File: src/rtl/riscv_pkg.sv
// Shared types and constants for the instruction fetch unit.
//   ifu_state_t    : fetch request FSM states
//   IFU_BUF_DEPTH  : halfword buffer depth
//   IFU_CNT_W      : width of the halfword buffer occupancy count
//   is_compressed  : RVC length decode from the first halfword of an instruction
package riscv_pkg;

  localparam int unsigned IFU_BUF_DEPTH = 4;
  localparam int unsigned IFU_CNT_W     = $clog2(IFU_BUF_DEPTH + 1);

  typedef enum logic [1:0] {
    StIdle,
    StReq,
    StWait,
    StDrop
  } ifu_state_t;

  function automatic logic is_compressed(input logic [15:0] hw);
    return hw[1:0] != 2'b11;
  endfunction

endpackage

File: src/rtl/riscv_ifu_hwbuf.sv
// Halfword FIFO between the fetch port and the instruction issue stage.
// Slot 0 is always the oldest halfword; pops shift the contents down, pushes append at the
// current tail. Up to two halfwords can be pushed and popped in the same cycle.
//   clock, reset        : rising-edge clock, synchronous active-high reset
//   flush               : drop all contents (takes priority over push/pop)
//   push_cnt, push_hw0/1: number of halfwords to append (0..2), hw0 is appended first
//   pop_cnt             : number of halfwords to remove from the head (0..2)
//   count               : current occupancy (0..Depth)
//   hw0, hw1            : the two oldest halfwords
module riscv_ifu_hwbuf
  import riscv_pkg::*;
#(
  parameter int unsigned Depth = IFU_BUF_DEPTH
) (
  input  logic                         clock,
  input  logic                         reset,
  input  logic                         flush,
  input  logic [1:0]                   push_cnt,
  input  logic [15:0]                  push_hw0,
  input  logic [15:0]                  push_hw1,
  input  logic [1:0]                   pop_cnt,
  output logic [$clog2(Depth+1)-1:0]   count,
  output logic [15:0]                  hw0,
  output logic [15:0]                  hw1
);

  localparam int unsigned CntW = $clog2(Depth + 1);

  logic [Depth*16-1:0] data_q, data_d;
  logic [Depth*16-1:0] shifted, push_vec;
  logic [CntW-1:0]     count_q, count_d;
  logic [CntW-1:0]     base;

  always_comb begin
    // Slots at or above count_q are kept at zero, so shifting and OR-ing in the pushed
    // halfwords at the new tail is enough to merge them.
    shifted  = data_q >> {pop_cnt, 4'b0000};
    base     = count_q - CntW'(pop_cnt);
    push_vec = '0;
    case (push_cnt)
      2'd1: push_vec[15:0] = push_hw0;
      2'd2: push_vec[31:0] = {push_hw1, push_hw0};
      default: ;
    endcase
    data_d  = shifted | (push_vec << {base, 4'b0000});
    count_d = count_q + CntW'(push_cnt) - CntW'(pop_cnt);
    if (flush) begin
      data_d  = '0;
      count_d = '0;
    end
  end

  always_ff @(posedge clock) begin
    if (reset) begin
      data_q  <= '0;
      count_q <= '0;
    end else begin
      data_q  <= data_d;
      count_q <= count_d;
    end
  end

  assign count = count_q;
  assign hw0   = data_q[15:0];
  assign hw1   = data_q[31:16];

endmodule

File: src/rtl/riscv_ifu.sv
// Instruction fetch unit: fetches aligned 32-bit words, splits them into halfwords, and issues
// 16-bit (compressed) or 32-bit instructions one per cycle with a registered valid pulse.
//   clock, reset                 : rising-edge clock, synchronous active-high reset
//   redirect_vld, redirect_addr  : one-cycle PC change (bit 0 ignored)
//   stall                        : hold instruction issue
//   mem_req_vld/rdy/addr         : fetch request handshake, word-aligned address
//   mem_rsp_vld, mem_rsp_data    : fetch response (one request outstanding at most)
//   ifu_vld, ifu_addr, ifu_data  : issued instruction (addr/data hold while ifu_vld is low)
module riscv_ifu
  import riscv_pkg::*;
#(
  parameter logic [31:0] RESET_ADDR = 32'h0000_0000
) (
  input  logic        clock,
  input  logic        reset,
  input  logic        redirect_vld,
  input  logic [31:0] redirect_addr,
  input  logic        stall,
  output logic        mem_req_vld,
  input  logic        mem_req_rdy,
  output logic [31:0] mem_req_addr,
  input  logic        mem_rsp_vld,
  input  logic [31:0] mem_rsp_data,
  output logic        ifu_vld,
  output logic [31:0] ifu_addr,
  output logic [31:0] ifu_data
);

  ifu_state_t state_q, state_d;
  logic [31:0] pc_q, pc_d;
  logic [31:0] fetch_q, fetch_d;
  // Set when the next kept response starts mid-word, so its low halfword is not wanted.
  logic        skip_lo_q, skip_lo_d;
  logic        ifu_vld_q, ifu_vld_d;
  logic [31:0] ifu_addr_q, ifu_addr_d;
  logic [31:0] ifu_data_q, ifu_data_d;

  logic [IFU_CNT_W-1:0] buf_count;
  logic [15:0]          buf_hw0, buf_hw1;
  logic [1:0]           push_cnt, pop_cnt;
  logic [15:0]          push_hw0, push_hw1;

  logic req_acc, rsp_keep, compressed, issue;

  assign mem_req_vld  = (state_q == StReq);
  assign mem_req_addr = fetch_q;

  assign req_acc    = mem_req_vld && mem_req_rdy;
  assign rsp_keep   = (state_q == StWait) && mem_rsp_vld && !redirect_vld;
  assign compressed = is_compressed(buf_hw0);
  assign issue      = !stall && !redirect_vld &&
                      (compressed ? (buf_count != '0) : (buf_count >= IFU_CNT_W'(2)));

  // Fetch FSM. A request is only started with room for two more halfwords, so a response can
  // always be absorbed without overflowing the buffer.
  always_comb begin
    state_d = state_q;
    unique case (state_q)
      StIdle: begin
        if (!redirect_vld && (buf_count <= IFU_CNT_W'(2))) state_d = StReq;
      end
      StReq: begin
        // A redirect withdraws the request; if memory took it this very cycle, its data
        // still has to be drained and discarded.
        if (redirect_vld)     state_d = mem_req_rdy ? StDrop : StIdle;
        else if (mem_req_rdy) state_d = StWait;
      end
      StWait: begin
        if (redirect_vld)     state_d = mem_rsp_vld ? StIdle : StDrop;
        else if (mem_rsp_vld) state_d = StIdle;
      end
      StDrop: begin
        if (mem_rsp_vld) state_d = StIdle;
      end
      default: state_d = StIdle;
    endcase
  end

  always_comb begin
    pc_d       = pc_q;
    fetch_d    = fetch_q;
    skip_lo_d  = skip_lo_q;
    ifu_vld_d  = issue;
    ifu_addr_d = ifu_addr_q;
    ifu_data_d = ifu_data_q;
    push_cnt   = 2'd0;
    push_hw0   = mem_rsp_data[15:0];
    push_hw1   = mem_rsp_data[31:16];
    pop_cnt    = 2'd0;

    if (req_acc) fetch_d = fetch_q + 32'd4;

    if (rsp_keep) begin
      skip_lo_d = 1'b0;
      if (skip_lo_q) begin
        push_cnt = 2'd1;
        push_hw0 = mem_rsp_data[31:16];
      end else begin
        push_cnt = 2'd2;
      end
    end

    if (issue) begin
      ifu_addr_d = pc_q;
      if (compressed) begin
        ifu_data_d = {16'h0000, buf_hw0};
        pop_cnt    = 2'd1;
        pc_d       = pc_q + 32'd2;
      end else begin
        ifu_data_d = {buf_hw1, buf_hw0};
        pop_cnt    = 2'd2;
        pc_d       = pc_q + 32'd4;
      end
    end

    // Redirect overrides everything above; issue and push are already gated off by it.
    if (redirect_vld) begin
      pc_d      = {redirect_addr[31:1], 1'b0};
      fetch_d   = {redirect_addr[31:2], 2'b00};
      skip_lo_d = redirect_addr[1];
    end
  end

  always_ff @(posedge clock) begin
    if (reset) begin
      state_q    <= StIdle;
      pc_q       <= RESET_ADDR;
      fetch_q    <= {RESET_ADDR[31:2], 2'b00};
      skip_lo_q  <= RESET_ADDR[1];
      ifu_vld_q  <= 1'b0;
      ifu_addr_q <= '0;
      ifu_data_q <= '0;
    end else begin
      state_q    <= state_d;
      pc_q       <= pc_d;
      fetch_q    <= fetch_d;
      skip_lo_q  <= skip_lo_d;
      ifu_vld_q  <= ifu_vld_d;
      ifu_addr_q <= ifu_addr_d;
      ifu_data_q <= ifu_data_d;
    end
  end

  riscv_ifu_hwbuf #(
    .Depth (IFU_BUF_DEPTH)
  ) u_hwbuf (
    .clock    (clock),
    .reset    (reset),
    .flush    (redirect_vld),
    .push_cnt (push_cnt),
    .push_hw0 (push_hw0),
    .push_hw1 (push_hw1),
    .pop_cnt  (pop_cnt),
    .count    (buf_count),
    .hw0      (buf_hw0),
    .hw1      (buf_hw1)
  );

  assign ifu_vld  = ifu_vld_q;
  assign ifu_addr = ifu_addr_q;
  assign ifu_data = ifu_data_q;

endmodule

File: config.mk
export PLATFORM = sky130hd
export DESIGN_NAME = riscv_ifu
export DESIGN_NICKNAME = d
export VERILOG_FILES = /design/src/rtl/riscv_pkg.sv /design/src/rtl/riscv_ifu_hwbuf.sv /design/src/rtl/riscv_ifu.sv
export SDC_FILE = /design/constraint.sdc
export NUM_CORES = 1
export LEC_CHECK = 0
export BUFFER_PORTS_ARGS = -buffer_cell sky130_fd_sc_hd__buf_2
export CORE_MARGIN = 2
export CORE_UTILIZATION = 34
export CTS_CLUSTER_DIAMETER = 100
export DETAILED_ROUTE_END_ITERATION = 10
export GPL_ROUTABILITY_DRIVEN = 0
export PLACE_DENSITY_LB_ADDON = 0.25
export SLEW_MARGIN = 20
export SYNTH_ARGS = -nofsm -noshare
export SYNTH_HDL_FRONTEND = slang
export SYNTH_SLANG_ARGS = --single-unit
File: constraint.sdc
create_clock -name clock -period 4.98 [get_ports clock]
set_input_delay 0.747 -clock clock [delete_from_list [all_inputs] [get_ports clock]]
set_output_delay 0.747 -clock clock [all_outputs]
set_load 0.02 [all_outputs]
Word-level counts from Yosys, hierarchy flattened. Index checks and enable logic that the tools add are counted.

Flip-flop bits (word level): 199. Input bits: 70. Output and inout port bits: 98. Word-level logic and storage cells: 71.

$add $sub $neg: 6. $lt $le $gt $ge: 2. Equality and inequality tests: 8. Shifts and indexed selects: 2. Muxes and demuxes: 25. Bitwise operators: 1. Reductions and logical operators: 16.

Operator list (number): 32-bit two-way mux (6); 32-bit by 3-bit adder with 32-bit output (second input constant) (2); 16-bit two-way mux (4); 64-bit bitwise OR (1); 32-bit by 7-bit << shifter with 64-bit output (1); 64-bit by 6-bit >> shifter with 64-bit output (1); 32-bit by 2-bit adder with 32-bit output (second input constant) (1); 2-bit two-way mux (11); 2-bit case mux with 4 select lines (1); 2-bit == test (second input constant) (3); 1-bit logical AND (6); 2-bit nonzero test (3); 3-bit by 2-bit subtractor with 3-bit output (2); 2-bit by 1-bit == test with 1-bit output (second input constant) (2); 2-bit != test (second input constant) (2); 2-bit OR reduction (2); 3-bit by 2-bit adder with 3-bit output (1); 3-bit by 2-bit greater-or-equal comparator with 1-bit output (second input constant) (1); 3-bit by 2-bit less-or-equal comparator with 1-bit output (second input constant) (1); 1-bit two-way mux (3); 3-bit by 2-bit != test with 1-bit output (second input constant) (1); 3-bit nonzero test (1); 1-bit zero test (2); 2-bit zero test (1); 2-bit AND reduction (1).

Longest topological paths before layout.
Depth in word-level cells: 9. Gate-level depth with buffers: 14. Gate-level depth less buffers: 10.

Modules after synthesis. Synthesis repeated with hierarchy kept, for this count alone.

Cell total of the unflattened synthesis: 1220. Area total of the unflattened synthesis: 10189.8 sq um.

By module, submodules not included: riscv_ifu (instances 1, cells each 745, area an instance 6043.3 sq um, sequential area each 2562.5 sq um); riscv_ifu_hwbuf (instances 1, cells each 475, area an instance 4146.5 sq um, sequential area each 1341.3 sq um).

Worst setup path before layout. No wires, ideal clock.

Path kind: input -> register. Start: in redirect_vld. End: reg u_hwbuf.data_q[39]. Setup time: 57 ps. Arrival: 3474 ps. Required time: 4923 ps. Path slack: 1449 ps. Cell stages on the path: 12. Buffers on the path: 4. Path through: clkbuf_1 > nor2_1 > o211a_1 > buf_2 > buf_1 > ha_1 > fa_1 > nor4_2 > buf_2 > nand3_1 > o21ai_0 > a21o_1.

Cells in the longest elaborated chain, start to end: 8. Elaborated cells between the ends (all ways): 17. Classes of those cells: 1 x add/sub; 2 x eq/ne; 2 x shift; 5 x mux; 1 x bitwise; 6 x reduce/logical.

RTL lines: start, declared (line riscv_ifu.sv:16) `input logic redirect_vld,`; parallel branches: the longest is 8 deep, another holds 3-bit by 2-bit subtractor with 3-bit output; end signal, assigned (line riscv_ifu_hwbuf.sv:58) `data_q <= data_d;`; end, declared (line riscv_ifu_hwbuf.sv:29) `logic [Depth*16-1:0] data_q, data_d;`.

Parallel ways; which one is timed is not known. A chain may end at the register's enable or synchronous reset.

Worst setup path in the final report.
Start: reg u_hwbuf.count_q[2] (netlist: u_hwbuf.count[2]). End: reg u_hwbuf.data_q[47].

Cells in the longest elaborated chain, start to end: 7. Elaborated cells between the ends (all ways): 9. Classes of those cells: 1 x add/sub; 1 x order compare; 2 x shift; 2 x mux; 1 x bitwise; 2 x reduce/logical.

RTL lines: start, declared (line riscv_ifu_hwbuf.sv:31) `logic [CntW-1:0] count_q, count_d;`; start signal, assigned (line riscv_ifu_hwbuf.sv:59) `count_q <= count_d;`; 3-bit by 2-bit greater-or-equal comparator with 1-bit output or 3-bit nonzero test (tied branches) (line riscv_ifu.sv:52) `(compressed ? (buf_count != '0) : (buf_count >= IFU_CNT_W'(2)));`; 1-bit two-way mux (line riscv_ifu.sv:52); 1-bit logical AND (line riscv_ifu.sv:51) `assign issue = !stall && !redirect_vld &&`; 2-bit two-way mux (line riscv_ifu.sv:103) `if (issue) begin`; 3-bit by 2-bit subtractor with 3-bit output (line riscv_ifu_hwbuf.sv:38) `base = count_q - CntW'(pop_cnt);`; 32-bit by 7-bit << shifter with 64-bit output (line riscv_ifu_hwbuf.sv:45) `data_d = shifted | (push_vec << {base, 4'b0000});`; 64-bit bitwise OR (*) (line riscv_ifu_hwbuf.sv:45).

Mark *: on every way between the ends. The rest lies on a longest branch, timed or not.

==> qor.yml <==
io_pins: 168
post-cts-setup-buffers: 0
whs_ps: 448.9
layout_common_cells: "nand2_1, dfxtp_1, buf_2, a21oi_1, nand3_1"
switching_share: 0.2544
async_flop_share: 0
final_nets: 1334
row_count: 60
die_area_um2: 28790
placed_cell_area_um2: 10360
synth_top_family_by_area: "compound AO/OA/AOI/OAI gates"
seq_area_frac_synth: 0.4183
synth_xor_area_frac: 0.05162
antenna_found_initial: 0
endpoint_kind: "register"
synth.avg_cell_area_um2: 8.130
finalHoldViolCount: 0
worst_pin_slew_ps: 1114
cts_buffers: 17
routed-via-count: 8811
place_ws_ps: 1400
cts_tree: "built"
dieWidth_um: 169.7
drtAntennaViolNets: 0
initial_utilization: 0.3463
post_cts_resized: 0
syn_to_final_growth_pct: 17.50
finalPower_mw: 3.336
status: "finished clean"
r2r_end: "u_hwbuf.data_q[47]$_SDFF_PP0_"
slew_violations: 0
routed_wirelength_um: 29040
syn_area_um2: 9333
cts_sinks: 195
clock_latency_ps: 440
setup_viol: 0
design_area_um2: 10970
crit_path_end: "u_hwbuf.data_q[47]$_SDFF_PP0_"
portBuffers: 163
post_drt_via_cell_ratio: 5.476
hold_buffers: 0
ys_ff_latch: 195
postSynthCellCount: 1148
htree_levels: 4
clkPwrFrac: 0.431
synthAdderAreaFrac: 0.01233
diodes: 0
synth.area.mux_share: 0.003218
core_area_um2: 26950
grt_start_max_net_pins: 121
cap_violations: 0
cp-start-kind: "register"
crit_type: "register to register"
vdd_drop_max_uv: 246.7
dp_cells: 1578
setup_ws_ps: 1835
synth-edff-count: 0
drc: 0
worstPathMaxFanout: 17
utilization: 0.4069
globalRouteOverflowTotal: 0
die_h_um: 169.7
crit_start: "u_hwbuf.count[2]$_SDFF_PP0_"
drtPass1Iterations: 6
clk_pin_slew_ps: 70
synth_compound_area_frac: 0.2582
drtIter0Drc: 741
seqPwrFrac: 0.494
period_share: 0.6316
reg2reg_depth: 11
timing.rr.start: "u_hwbuf.count[2]$_SDFF_PP0_"
cp.arrival_ps: 3480
synth-simple-area-share: 0.2075
tns_ps: 0
reg2reg_slack_ps: 1830
p_per_area_nw_per_um2: 304.2
p_leak_nw: 3.986
stdcell_count: 1609
p_int_mw: 2.487
synthFlopType: "dfxtp_1"
timing.fmax_ghz: 0.3180
p_sw_uw: 848.7
layout_commonest_cell: "nand2_1"
grt_pass1_vias: 8204
wl_per_cell_um: 18.05
grt_pass1_wl_um: 45640
hpwlAfterDp_um: 19830
clockRootBuffer: "clkbuf_16"
track_usage: 0.1998
drive_gt1_frac: 0.1916
comb_power_share: 0.075
skew_ps: 14.99
yosysWarningCount: 0
hp-class: "register to register"
slew-limit-headroom: 0.2538
synth_cell_types: 64
rsz0062_at_grt: "false"
clock_path_buffers: 2
required_ps: 5310
finalWorstPathRequiredPeriod_ps: 3145
## power by group through the flow
stage,Clock [mW],Combinational [mW],Sequential [mW]
after global routing,1.53,0.273,1.65
final,1.44,0.249,1.65
after CTS,1.47,0.250,1.65
after detailed placement,0,0.249,1.68
after floorplan,0,0.137,1.69
after global placement,0,0.246,1.68
## Yosys cell counts, drive strengths merged, types with 2 or more instances
cell	number	area, µm²
o31ai	2	15.01
o211ai	3	22.52
o22a	2	17.52
a21oi	154	774.5
nor2	24	90.09
inv	11	41.29
a21o	16	120.1
a211oi	8	60.06
o21bai	2	15.01
or2	17	106.4
dfxtp	195	3904
and2	7	43.79
xnor2	33	289.0
or3	2	12.51
a22o	16	140.1
nor4b	2	32.53
xor2	22	192.7
nand3b	2	15.01
o32ai	2	17.52
nand4	18	112.6
nor2b	2	12.51
a221oi	3	26.28
o21a	27	202.7
nor3	16	90.09
a21boi	41	307.8
a22oi	32	240.2
or4	2	15.01
a31oi	2	12.51
o2bb2ai	16	140.1
o21ai	38	193.9
o22ai	2	12.51
nand2	202	758.2
and3	10	63.81
buf	32	167.7
fa	2	40.04
nand3	70	350.3
ha	6	75.07
nor4	17	131.4
o31a	4	35.03
mux2i	3	30.03
clkbuf	64	242.7
and4	9	78.83
## state kept, by name, indices dropped and copies added, names as in the netlist
name	flops
pc_q	31
u_hwbuf.count	3
u_hwbuf.data_q	64
state_q	2
ifu_addr	31
skip_lo_q	1
ifu_data	32
mem_req_addr	30
ifu_vld	1
## worst min-delay path by stage
| stage | start | end | slack (ps) | cells after the start |
|---|---|---|---|---|
| 2_1_floorplan | u_hwbuf.data_q[13]$_SDFF_PP0_ | ifu_data[13]$_SDFFE_PP0N_ | 430 | 2 |
| 3_3_place_gp | ifu_data[24]$_SDFFE_PP0N_ | ifu_data[24]$_SDFFE_PP0N_ | 440 | 2 |
| 3_5_place_dp | ifu_data[29]$_SDFFE_PP0N_ | ifu_data[29]$_SDFFE_PP0N_ | 440 | 2 |
| 4_1_cts | ifu_data[29]$_SDFFE_PP0N_ | ifu_data[29]$_SDFFE_PP0N_ | 450 | 2 |
| 5_1_grt | ifu_data[19]$_SDFFE_PP0N_ | ifu_data[19]$_SDFFE_PP0N_ | 470 | 2 |
| 6_report | ifu_addr[8]$_SDFFE_PP0N_ | ifu_addr[8]$_SDFFE_PP0N_ | 450 | 2 |
## layer usage
layer | vias to the layer above | part of all wire | GRT usage
met1 | 4224 | 0.45 | 0.2662
met2 | 259 | 0.47 | 0.3274
met4 | 0 | 0.024 | 0.07135
met3 | 35 | 0.048 | 0.03218
met5 | - | 0 | 0
li1 | 4293 | - | -
## cell families (layout without fill, tap and decap cells)
family	Yosys count	after routing
compound gates	376	376
xor+xnor	55	55
fa+ha+maj	8	8
buf+inv	107	225
flops	195	195
mux	3	3
other cells	1	3
simple gates	403	403
## worst max-delay path, cell delays in order (launching register included)
cell	delay, ps
dfxtp_1	370
or2_1	340
o211a_1	250
buf_4	210
ha_1	250
fa_1	420
xnor2_1	160
and3_1	210
nand3_1	90
nand2_1	270
buf_4	280
a21o_1	190
## cell type report
cell class                      count  area (µm²)
Fill cell                        2757       15990
Clock buffer                       21       480.5
Timing Repair Buffer              183       978.4
Sequential cell                   195        3904
Inverter                           11       41.29
Tap cell                          341       426.7
Multi-Input combinational cell    848        5015
Clock inverter                     10       120.1
Note: power is estimated with default switching activity, not from simulation.
